## config.mk

```make
export PLATFORM = sky130hd
export DESIGN_NAME = uart_rx_os
export DESIGN_NICKNAME = d
export VERILOG_FILES = /design/src/rtl/uart_pkg.sv /design/src/rtl/uart_baud_tick.sv /design/src/rtl/uart_rx_os.sv
export SDC_FILE = /design/constraint.sdc
export NUM_CORES = 1
export LEC_CHECK = 0
export ABC_AREA = 1
export BUFFER_PORTS_ARGS = -buffer_cell sky130_fd_sc_hd__buf_2
export CORE_ASPECT_RATIO = 1.4
export CORE_MARGIN = 4
export CORE_UTILIZATION = 25
export DETAILED_ROUTE_END_ITERATION = 16
export SLEW_MARGIN = 20
export SYNTH_ARGS = -nofsm -noshare
export SYNTH_HDL_FRONTEND = slang
export SYNTH_HIERARCHICAL = 1
export SYNTH_SLANG_ARGS = --single-unit
```

## constraint.sdc

```tcl
create_clock -name Clk -period 1.93 [get_ports Clk]
set_input_delay 0.386 -clock Clk [delete_from_list [all_inputs] [get_ports Clk]]
set_output_delay 0.386 -clock Clk [all_outputs]
set_load 0.03 [all_outputs]
```

## src/rtl/uart_pkg.sv

```systemverilog
// rtl/uart_pkg.sv - shared types and constants for the oversampled UART blocks
package uart_pkg;

    typedef enum logic [1:0] {
        PAR_NONE = 2'b00,
        PAR_EVEN = 2'b01,
        PAR_ODD  = 2'b10,
        PAR_RSVD = 2'b11
    } parity_mode_t;

    typedef enum logic [2:0] {
        IDLE     = 3'd0,
        START    = 3'd1,
        DATA     = 3'd2,
        PARITY   = 3'd3,
        STOP     = 3'd4,
        BRK_WAIT = 3'd5
    } rx_state_t;

    // Bit positions inside Rx_Error; the downstream FIFO/BIST logic depends on them.
    localparam int ERR_BREAK  = 0;
    localparam int ERR_PARITY = 1;
    localparam int ERR_FRAME  = 2;

    function automatic logic maj3(input logic a, input logic b, input logic c);
        return (a & b) | (a & c) | (b & c);
    endfunction

endpackage

```

## src/rtl/uart_baud_tick.sv

```systemverilog
// rtl/uart_baud_tick.sv - oversample tick generator, one pulse every TICK_DIV clocks
module uart_baud_tick #(
    parameter int TICK_DIV = 10
) (
    input  logic clk_i,
    input  logic rst_i,
    input  logic restart_i,
    output logic tick_o
);

    localparam int CW = (TICK_DIV > 1) ? $clog2(TICK_DIV) : 1;
    localparam logic [CW-1:0] CNT_LAST = CW'(TICK_DIV - 1);

    logic [CW-1:0] cnt_q;
    logic [CW-1:0] cnt_d;
    logic          wrap;

    always_comb begin
        wrap  = (cnt_q == CNT_LAST);
        cnt_d = cnt_q + 1'b1;
        if (restart_i || wrap) begin
            cnt_d = '0;
        end
    end

    // A restart realigns the phase, so the wrap in that cycle is not a tick.
    assign tick_o = wrap & ~restart_i;

    always_ff @(posedge clk_i or posedge rst_i) begin
        if (rst_i) begin
            cnt_q <= '0;
        end else begin
            cnt_q <= cnt_d;
        end
    end

endmodule

```

## src/rtl/uart_rx_os.sv

```systemverilog
// rtl/uart_rx_os.sv - 16x oversampled UART receiver with majority vote and holding register
module uart_rx_os
    import uart_pkg::*;
#(
    parameter int SYSCLK_RATE = 100000000,
    parameter int BAUD_RATE   = 9600,
    parameter int OVERSAMPLE  = 16,
    parameter int DATA_BITS   = 8
) (
    input  logic                 Clk,
    input  logic                 Rst,
    input  logic                 Rx,
    input  logic [1:0]           Parity_Mode,
    input  logic                 Stop_Sel,
    output logic [DATA_BITS-1:0] Data_Out,
    output logic                 Data_Valid,
    input  logic                 Data_Ready,
    output logic [2:0]           Rx_Error,
    output logic                 Overrun,
    output logic                 RTS,
    output logic                 Busy
);

    localparam int TICK_DIV = SYSCLK_RATE / (BAUD_RATE * OVERSAMPLE);
    localparam int SCW      = $clog2(OVERSAMPLE);
    localparam int BCW      = $clog2(DATA_BITS + 1);

    localparam logic [SCW-1:0] SC_S0   = SCW'(OVERSAMPLE / 2 - 1);
    localparam logic [SCW-1:0] SC_S1   = SCW'(OVERSAMPLE / 2);
    localparam logic [SCW-1:0] SC_S2   = SCW'(OVERSAMPLE / 2 + 1);
    localparam logic [SCW-1:0] SC_LAST = SCW'(OVERSAMPLE - 1);
    localparam logic [BCW-1:0] BC_LAST = BCW'(DATA_BITS);

    generate
        if (TICK_DIV < 2) begin : g_bad_div
            $error("uart_rx_os: TICK_DIV must be at least 2");
        end
        if ((OVERSAMPLE < 8) || (OVERSAMPLE % 2 != 0)) begin : g_bad_os
            $error("uart_rx_os: OVERSAMPLE must be even and at least 8");
        end
        if ((DATA_BITS < 5) || (DATA_BITS > 9)) begin : g_bad_db
            $error("uart_rx_os: DATA_BITS must be 5..9");
        end
    endgenerate

    logic       rx_meta_q;
    logic       rxs_q;
    logic       rxs_prev_q;
    logic [1:0] settle_q;

    logic       tick;
    logic       restart;
    logic       start_edge;

    rx_state_t            state_q,    state_d;
    logic [SCW-1:0]       sc_q,       sc_d;
    logic [BCW-1:0]       bit_cnt_q,  bit_cnt_d;
    logic [DATA_BITS-1:0] shift_q,    shift_d;
    logic                 s0_q,       s0_d;
    logic                 s1_q,       s1_d;
    parity_mode_t         mode_q,     mode_d;
    logic                 stop2_q,    stop2_d;
    logic                 stop_idx_q, stop_idx_d;
    logic                 par_bit_q,  par_bit_d;
    logic                 par_err_q,  par_err_d;
    logic                 frm_err_q,  frm_err_d;

    logic                 commit_q,   commit_d;
    logic [DATA_BITS-1:0] cmt_data_q, cmt_data_d;
    logic [2:0]           cmt_err_q,  cmt_err_d;

    logic [DATA_BITS-1:0] data_out_q, data_out_d;
    logic [2:0]           err_q,      err_d;
    logic                 valid_q,    valid_d;
    logic                 overrun_q,  overrun_d;
    logic                 rts_q,      rts_d;

    logic samp_lo;
    logic samp_mid;
    logic samp_hi;
    logic wrap;
    logic maj;
    logic has_par;
    logic brk;
    logic frm;
    logic accept;

    // The settle count hides the reset-value-to-line transition of the synchroniser,
    // so a line that is already low at reset release does not look like a start edge.
    always_ff @(posedge Clk or posedge Rst) begin
        if (Rst) begin
            rx_meta_q  <= 1'b1;
            rxs_q      <= 1'b1;
            rxs_prev_q <= 1'b1;
            settle_q   <= 2'd0;
        end else begin
            rx_meta_q  <= Rx;
            rxs_q      <= rx_meta_q;
            rxs_prev_q <= rxs_q;
            if (settle_q != 2'd3) begin
                settle_q <= settle_q + 2'd1;
            end
        end
    end

    assign start_edge = (settle_q == 2'd3) & rxs_prev_q & ~rxs_q;
    assign restart    = (state_q == IDLE) & start_edge;

    uart_baud_tick #(
        .TICK_DIV (TICK_DIV)
    ) u_tick (
        .clk_i     (Clk),
        .rst_i     (Rst),
        .restart_i (restart),
        .tick_o    (tick)
    );

    assign samp_lo  = tick & (sc_q == SC_S0);
    assign samp_mid = tick & (sc_q == SC_S1);
    assign samp_hi  = tick & (sc_q == SC_S2);
    assign wrap     = tick & (sc_q == SC_LAST);
    assign maj      = maj3(s0_q, s1_q, rxs_q);
    assign has_par  = (mode_q == PAR_EVEN) || (mode_q == PAR_ODD);

    always_comb begin
        state_d    = state_q;
        sc_d       = sc_q;
        bit_cnt_d  = bit_cnt_q;
        shift_d    = shift_q;
        s0_d       = s0_q;
        s1_d       = s1_q;
        mode_d     = mode_q;
        stop2_d    = stop2_q;
        stop_idx_d = stop_idx_q;
        par_bit_d  = par_bit_q;
        par_err_d  = par_err_q;
        frm_err_d  = frm_err_q;
        commit_d   = 1'b0;
        cmt_data_d = cmt_data_q;
        cmt_err_d  = cmt_err_q;
        brk        = 1'b0;
        frm        = frm_err_q;

        if (tick) begin
            sc_d = (sc_q == SC_LAST) ? '0 : sc_q + 1'b1;
        end
        if (samp_lo) begin
            s0_d = rxs_q;
        end
        if (samp_mid) begin
            s1_d = rxs_q;
        end

        case (state_q)
            IDLE: begin
                sc_d = '0;
                if (start_edge) begin
                    state_d    = START;
                    mode_d     = parity_mode_t'(Parity_Mode);
                    stop2_d    = Stop_Sel;
                    bit_cnt_d  = '0;
                    shift_d    = '0;
                    stop_idx_d = 1'b0;
                    par_bit_d  = 1'b0;
                    par_err_d  = 1'b0;
                    frm_err_d  = 1'b0;
                end
            end
            START: begin
                if (samp_hi && maj) begin
                    state_d = IDLE;
                end else if (wrap) begin
                    state_d = DATA;
                end
            end
            DATA: begin
                if (samp_hi) begin
                    shift_d   = {maj, shift_q[DATA_BITS-1:1]};
                    bit_cnt_d = bit_cnt_q + 1'b1;
                end
                if (wrap && (bit_cnt_q == BC_LAST)) begin
                    state_d = has_par ? PARITY : STOP;
                end
            end
            PARITY: begin
                if (samp_hi) begin
                    par_bit_d = maj;
                    par_err_d = (^shift_q) ^ maj ^ (mode_q == PAR_ODD);
                end
                if (wrap) begin
                    state_d = STOP;
                end
            end
            STOP: begin
                if (samp_hi) begin
                    frm = frm_err_q | ~maj;
                    brk = ~maj & ~stop_idx_q & (shift_q == '0) & ~(has_par & par_bit_q);
                    if (brk) begin
                        commit_d              = 1'b1;
                        cmt_data_d            = shift_q;
                        cmt_err_d             = 3'b000;
                        cmt_err_d[ERR_BREAK]  = 1'b1;
                        cmt_err_d[ERR_FRAME]  = 1'b1;
                        state_d               = BRK_WAIT;
                    end else if (stop_idx_q == stop2_q) begin
                        commit_d              = 1'b1;
                        cmt_data_d            = shift_q;
                        cmt_err_d             = 3'b000;
                        cmt_err_d[ERR_FRAME]  = frm;
                        cmt_err_d[ERR_PARITY] = par_err_q;
                        state_d               = IDLE;
                    end else begin
                        frm_err_d  = frm;
                        stop_idx_d = 1'b1;
                    end
                end
            end
            BRK_WAIT: begin
                sc_d = '0;
                if (rxs_q) begin
                    state_d = IDLE;
                end
            end
            default: begin
                state_d = IDLE;
            end
        endcase
    end

    assign accept = valid_q & Data_Ready;

    // Accept and commit in one cycle behave as accept-then-load, so no overrun.
    always_comb begin
        data_out_d = data_out_q;
        err_d      = err_q;
        valid_d    = valid_q;
        overrun_d  = overrun_q;
        if (commit_q) begin
            if (!valid_q || accept) begin
                data_out_d = cmt_data_q;
                err_d      = cmt_err_q;
                valid_d    = 1'b1;
                if (accept) begin
                    overrun_d = 1'b0;
                end
            end else begin
                overrun_d = 1'b1;
            end
        end else if (accept) begin
            valid_d   = 1'b0;
            overrun_d = 1'b0;
        end
        rts_d = ~valid_d;
    end

    always_ff @(posedge Clk or posedge Rst) begin
        if (Rst) begin
            state_q    <= IDLE;
            sc_q       <= '0;
            bit_cnt_q  <= '0;
            shift_q    <= '0;
            s0_q       <= 1'b0;
            s1_q       <= 1'b0;
            mode_q     <= PAR_NONE;
            stop2_q    <= 1'b0;
            stop_idx_q <= 1'b0;
            par_bit_q  <= 1'b0;
            par_err_q  <= 1'b0;
            frm_err_q  <= 1'b0;
            commit_q   <= 1'b0;
            cmt_data_q <= '0;
            cmt_err_q  <= '0;
            data_out_q <= '0;
            err_q      <= '0;
            valid_q    <= 1'b0;
            overrun_q  <= 1'b0;
            rts_q      <= 1'b1;
        end else begin
            state_q    <= state_d;
            sc_q       <= sc_d;
            bit_cnt_q  <= bit_cnt_d;
            shift_q    <= shift_d;
            s0_q       <= s0_d;
            s1_q       <= s1_d;
            mode_q     <= mode_d;
            stop2_q    <= stop2_d;
            stop_idx_q <= stop_idx_d;
            par_bit_q  <= par_bit_d;
            par_err_q  <= par_err_d;
            frm_err_q  <= frm_err_d;
            commit_q   <= commit_d;
            cmt_data_q <= cmt_data_d;
            cmt_err_q  <= cmt_err_d;
            data_out_q <= data_out_d;
            err_q      <= err_d;
            valid_q    <= valid_d;
            overrun_q  <= overrun_d;
            rts_q      <= rts_d;
        end
    end

    assign Data_Out   = data_out_q;
    assign Data_Valid = valid_q;
    assign Rx_Error   = err_q;
    assign Overrun    = overrun_q;
    assign RTS        = rts_q;
    assign Busy       = (state_q != IDLE);

endmodule

```

### Word level (Yosys, flattened, before mapping)

Index checks and enable logic that the tools add are counted.

| operators by class | value |
|---|---|
| add/subtract/negate cells | 4 |
| equality and inequality tests | 27 |
| multiplexer cells | 48 |
| bitwise gates (word level) | 27 |
| reduce and logical (&&, ||, !) cells | 23 |

Operators with widths:

| kind | number |
|---|---|
| two-way mux 3 bit | 12 |
| two-way mux 8 bit | 4 |
| two-way mux 4 bit | 5 |
| inequality test 2 bit, second input constant | 10 |
| two-way mux 1 bit | 19 |
| one-hot mux 3 bit (6 select lines) | 1 |
| AND 1 bit | 16 |
| == test 4 bit, second input constant | 4 |
| one-hot mux 8 bit (2 select lines) | 1 |
| adder 10 x 1 -> 10 bit, second input constant | 1 |
| == test 10 bit, second input constant | 1 |
| two-way mux 10 bit | 1 |
| nonzero test 2 bit | 5 |
| AND reduction 3 bit | 3 |
| adder 4 x 1 -> 4 bit, second input constant | 2 |
| zero test 8 bit | 1 |
| one-hot mux 1 bit (2 select lines) | 4 |
| one-hot mux 4 bit (2 select lines) | 1 |
| parity 8 bit | 1 |
| AND reduction 7 bit | 1 |
| == test 3 x 2 -> 1 bit, second input constant | 2 |
| == test 3 bit, second input constant | 2 |
| inequality test 3 bit, second input constant | 2 |
| NOT 1 bit | 6 |
| other kinds (16) | 24 |

| word-level totals | value |
|---|---|
| flip-flop bits (word level) | 69 |
| input port bits | 7 |
| word-level logic and storage cells | 154 |

### Logic depth before layout (Yosys ltp)

| depth | value |
|---|---|
| word-level depth | 10 |
| mapped depth | 15 |
| mapped depth without buffers | 15 |

### Cells and area by module

The synthesis kept the hierarchy.

Modules (own cells, without submodules):

| module | instances | cells an instance | area each (µm²) | sequential area each (µm²) |
|---|---|---|---|---|
| uart_rx_os | 1 | 323 | 2,959.1 | 1,481.4 |
| uart_baud_tick | 1 | 75 | 568.0 | 250.2 |

### Worst setup path after synthesis

No wires, ideal clock.

| timing path | value |
|---|---|
| path kind | reg-to-reg |
| start | register u_tick.cnt_q[0] |
| end | register state_q[0] |
| arrival time | 1.894 ns |
| required time | 1.811 ns |
| slack | -0.083 ns |
| cell stages (with the launch flop) | 14 |
| buffers on the path | 0 |
| period minus slack after synthesis | 2.013 ns |
| cells stage by stage | dfrtp_1 -> inv_1 -> ha_1 -> nand2_1 -> nor2_1 -> nand3_2 -> nor2_1 -> nand2_1 -> nor2_2 -> nand2_2 -> a21oi_4 -> nand3_2 -> nand2_1 -> nand2_1 |

| between the ends | value |
|---|---|
| longest elaborated chain between the ends | 6 |
| elaborated cells between the ends (all ways) | 13 |
| classes of those cells | eq/ne: 5; mux: 2; bitwise: 3; reduce/logical: 3 |

RTL lines:

| what | RTL line | RTL |
|---|---|---|
| start: declaration | uart_baud_tick.sv:14 | `logic [CW-1:0] cnt_q;` |
| start signal: assignment | uart_baud_tick.sv:33 | `cnt_q <= cnt_d;` |
| == test 10 bit (*) | uart_baud_tick.sv:19 | `wrap = (cnt_q == CNT_LAST);` |
| AND 1 bit (*) | uart_baud_tick.sv:27 | `assign tick_o = wrap & ~restart_i;` |
| net tick | uart_rx_os.sv:51 | `logic tick;` |
| AND 1 bit (on tied branches) | uart_rx_os.sv:120, uart_rx_os.sv:121 |  |
| logical AND 1 bit (on tied branches) | uart_rx_os.sv:170, uart_rx_os.sv:181 |  |
| inequality test 3 bit (no line), or another cell as far along | - |  |
| AND reduction 7 bit (no line) / one-hot mux 3 bit (6 select lines) (equally long branches) | - |  |
| end signal: assignment | uart_rx_os.sv:279 | `state_q <= state_d;` |
| end: declaration | uart_rx_os.sv:55 | `rx_state_t state_q, state_d;` |

The timed path passes the listed nets; every way through them passes the cells marked *.
A chain may end at the register's enable or synchronous reset.

### Worst setup path in the final report

| timing path | value |
|---|---|
| start | register u_tick.cnt_q[0] |
| end | register state_q[2] |

The elaborated chain is that of the path after synthesis.

==> key figures <==
Outcome
  • Status: completed

Final layout
  • Filler instances: 1,440
  • Multi-input gate area: 1629 sq um
  • Diodes inserted: 0
  • Share of layout cells above drive strength 1: 31.28%
  • Fin cells: 639
  • Fin nets: 469
  • Seq. cell area: 1732 sq um
  • Area grow syn2layout: 28.66%

CTS
  • Clock insertion delay at the later pin of the skew report: 0.33 ns
  • H-tree Lvls: 3
  • Clk sinks: 69
  • Clock transition at the registers of the reported paths: 0.05 ns
  • CTS Buf Count: 9
  • CTS tree: built
  • Longest Clk Path Bufs: 2
  • Clock root buffer: clkbuf_16

Place
  • Pre-CTS WS: -0.01477 ns
  • Routability congestion estimate: 0.8728
  • Post-DP HPWL: 4.923 mm
  • Cell Count Post-Placement: 616
  • I/O Buffers: 21

Synth
  • Most common cell in the synthesized netlist: nand2_1
  • Async SR Flop Fraction: 100.0%
  • Synth top cells by count: nand2_1, dfrtp_1, inv_1
  • Top FF cell, synth: dfrtp_1
  • EDFF count, synth: 0
  • Synth Cell Area: 3527 sq um
  • Synth Register Bits: 69
  • Top cell type's share of synthesized area: 46.12%
  • Synthesized area per cell: 8.862 sq um
  • Warnings, synthesis: 6
  • Post-synthesis sequential area ratio: 49.10%
  • Netlist cell types: 35
  • Area leader, netlist: dfrtp_1
  • Post-Synthesis Cells: 398
  • Area contributors post-synth: dfrtp_1, nand2_1, inv_1
  • Syn Nets: 418

Worst setup path
  • Critical-path maximum fanout: 4
  • Crit-path max cell delay: 0.37 ns
  • R2R cell count: 15
  • WS Path Type: flip-flop to flip-flop
  • Arr. time, crit path: 2.16 ns
  • WP depth: 15
  • Crit path buf inv count: 3
  • CP startpoint kind: flip-flop
  • Worst Path Required: 2.19 ns
  • Critical path's top delay family: simple AND/OR/NAND/NOR gates
  • CP Cell Sequence: inv_1 > ha_2 > nand2_1 > nor2_1 > nand3_2 > nor2_4 > nand2_2 > inv_2 > nand2_4 > nand2_4 > nand3_4 > nor2_4 > buf_4 > nand4_1 > nand2_1
  • Crit. End Element: flip-flop
  • Slowest CP cell: dfrtp_1

Route
  • DR vias/cell: 4.189
  • Drt drc: 0
  • WL/cell: 10.78 um
  • Number of routed nets with antenna violations: 0
  • Drt initial violations: 134
  • Router iterations before antenna repair: 4
  • Drt total wl: 6.886 mm
  • Via Count: 2,677

Power
  • P_leak: 2.225 nW
  • Max VDD drop: 0.7514 mV
  • Pwr/cell area: 1099 nW/um^2
  • Total Power: 4.988 mW

Global route
  • Number of global-route vias before repair: 2,552
  • Busiest grt layer: met2
  • First-pass GRT wire length: 11.48 mm
  • GRT Util Overall: 8.870%
  • Met3 GRT Util: 2.475%
  • Met2 Use GR: 14.79%
  • GRT overflow: 0
  • Initial antenna violation count: 0
  • Pin count of the biggest net entering global routing: 27
  • GR Util met1: 10.90%

Timing
  • Max Slew Vio Count: 0
  • Highest Clock Rate: 526.3 MHz
  • Measured slew at the worst slew-check pin: 0.5565 ns
  • Tmin final: 1.900 ns
  • Hold slack: 0.05922 ns
  • Final worst slack: 0.02993 ns
  • Max transition margin: 62.81%
  • Fin crit share: 98.45%
  • Final clock skew: 0.006967 ns
  • RSZ-0062 raised after global routing: true
  • Post-route setup TNS: 0 ns
  • Final Hold Violating Endpoints: 0
  • Final setup viols: 0

Die
  • Die Y: 148.5 um
  • Die W: 108.4 um
  • Initial Util: 25.47%
  • Full die area: 16,100 sq um
  • Rows: 51
  • Core ar.: 13,850 sq um
  • Number of top-level pins: 22

Job
  • Max Cap Violations: 0

Hold path
  • Hold Path Class: primary input to async pin
[per-layer routing]
metal | vias up | wire length, um
met2 | 47 | 3487
met5 | - | 0
met3 | 8 | 292
li1 | 1364 | -
met1 | 1258 | 3033
met4 | 0 | 74
[cells by family (layout without fill, tap and decap cells)]
family                     after synthesis  in the layout  share of synthesized area (%)
AOI/OAI and AO/OA                       54             54                          9.720
xor gates and xnor gates                13             13                          3.228
adders and majority gates               13             13                          4.612
buffers and inverters                   70            126                          8.088
DFF                                     69             69                          49.10
muxes                                    1              1                         0.3192
and+or+nand+nor                        178            178                          24.94
[cells in the final DEF (no fill, tap or decap), types with 4 or more instances in the layout]
cell type	count
nand4_1	6
nand2_1	82
dfrtp_1	65
xor2_1	8
nand2_4	6
nand3_2	6
o21ai_0	17
o21ai_2	13
nand3_1	17
nor2_4	6
bufinv_16	4
nor2_2	6
buf_2	21
inv_1	53
dfstp_2	4
nor2_1	26
o22ai_2	5
inv_2	12
o21ai_1	4
nand2_2	13
buf_4	18
ha_1	12
xnor2_1	5
a21oi_1	7
clkbuf_16	10
[timing repair]
action	4_1_cts	5_1_grt
endpoints found under the setup margin	3	29
pin swaps	0	4
buffers inserted	0	6
gates resized for setup	5	24
hold buffers	0	0
endpoints found under the hold margin	0	0
cloned	0	1
[sequential cells by signal, summed over array words and instances, names as in the netlist, 2 cells and up]
register / cells
mode_q: 2
bit_cnt_q: 4
sc_q: 4
u_tick/cnt_q: 10
state_q: 3
shift_q: 8
Data_Out: 8
settle_q: 2
cmt_err_q: 3
Rx_Error: 3
cmt_data_q: 8
[stage by stage]
| step | util [%] | cell area, sq um |
|---|---|---|
| final | 32.77 | 4538 |
| after global routing | 32.77 | 4538 |
| after CTS | 31.47 | 4358 |
| after detailed placement | 28.73 | 3978 |
| after global placement | 28.73 | 3978 |
| after floorplan | - | 3530 |
[power by group]
group | internal (mW) | switching, mW
sequential | 1.58 | 0.0879
combinational | 0.510 | 0.809
clock | 1.39 | 0.603
[final timing paths]
| kind | from | end | slack [ns] |
|---|---|---|---|
| setup / recovery | u_tick/cnt_q[0] | state_q[2] | 0.03 |
| hold / removal | Rst | u_tick/cnt_q[5] | 0.06 |
| setup reg to reg | u_tick/cnt_q[0] | state_q[2] | 0.03 |
| hold reg to reg | rx_meta_q | rxs_q | 0.36 |
| max in group asynchronous | Rst | rxs_q | 1.31 |
| min in group Clk | Rx | rx_meta_q | 0.16 |
[cell type report]
class	instances	area share [%]
inverters	65	5.376
clock buffers	10	5.046
flip-flops and latches	69	38.16
well taps	185	5.101
clock inverters	6	2.950
repair buffers	45	7.472
multi-input cells	259	35.90
No activity file was read; power rests on OpenSTA's default activity.
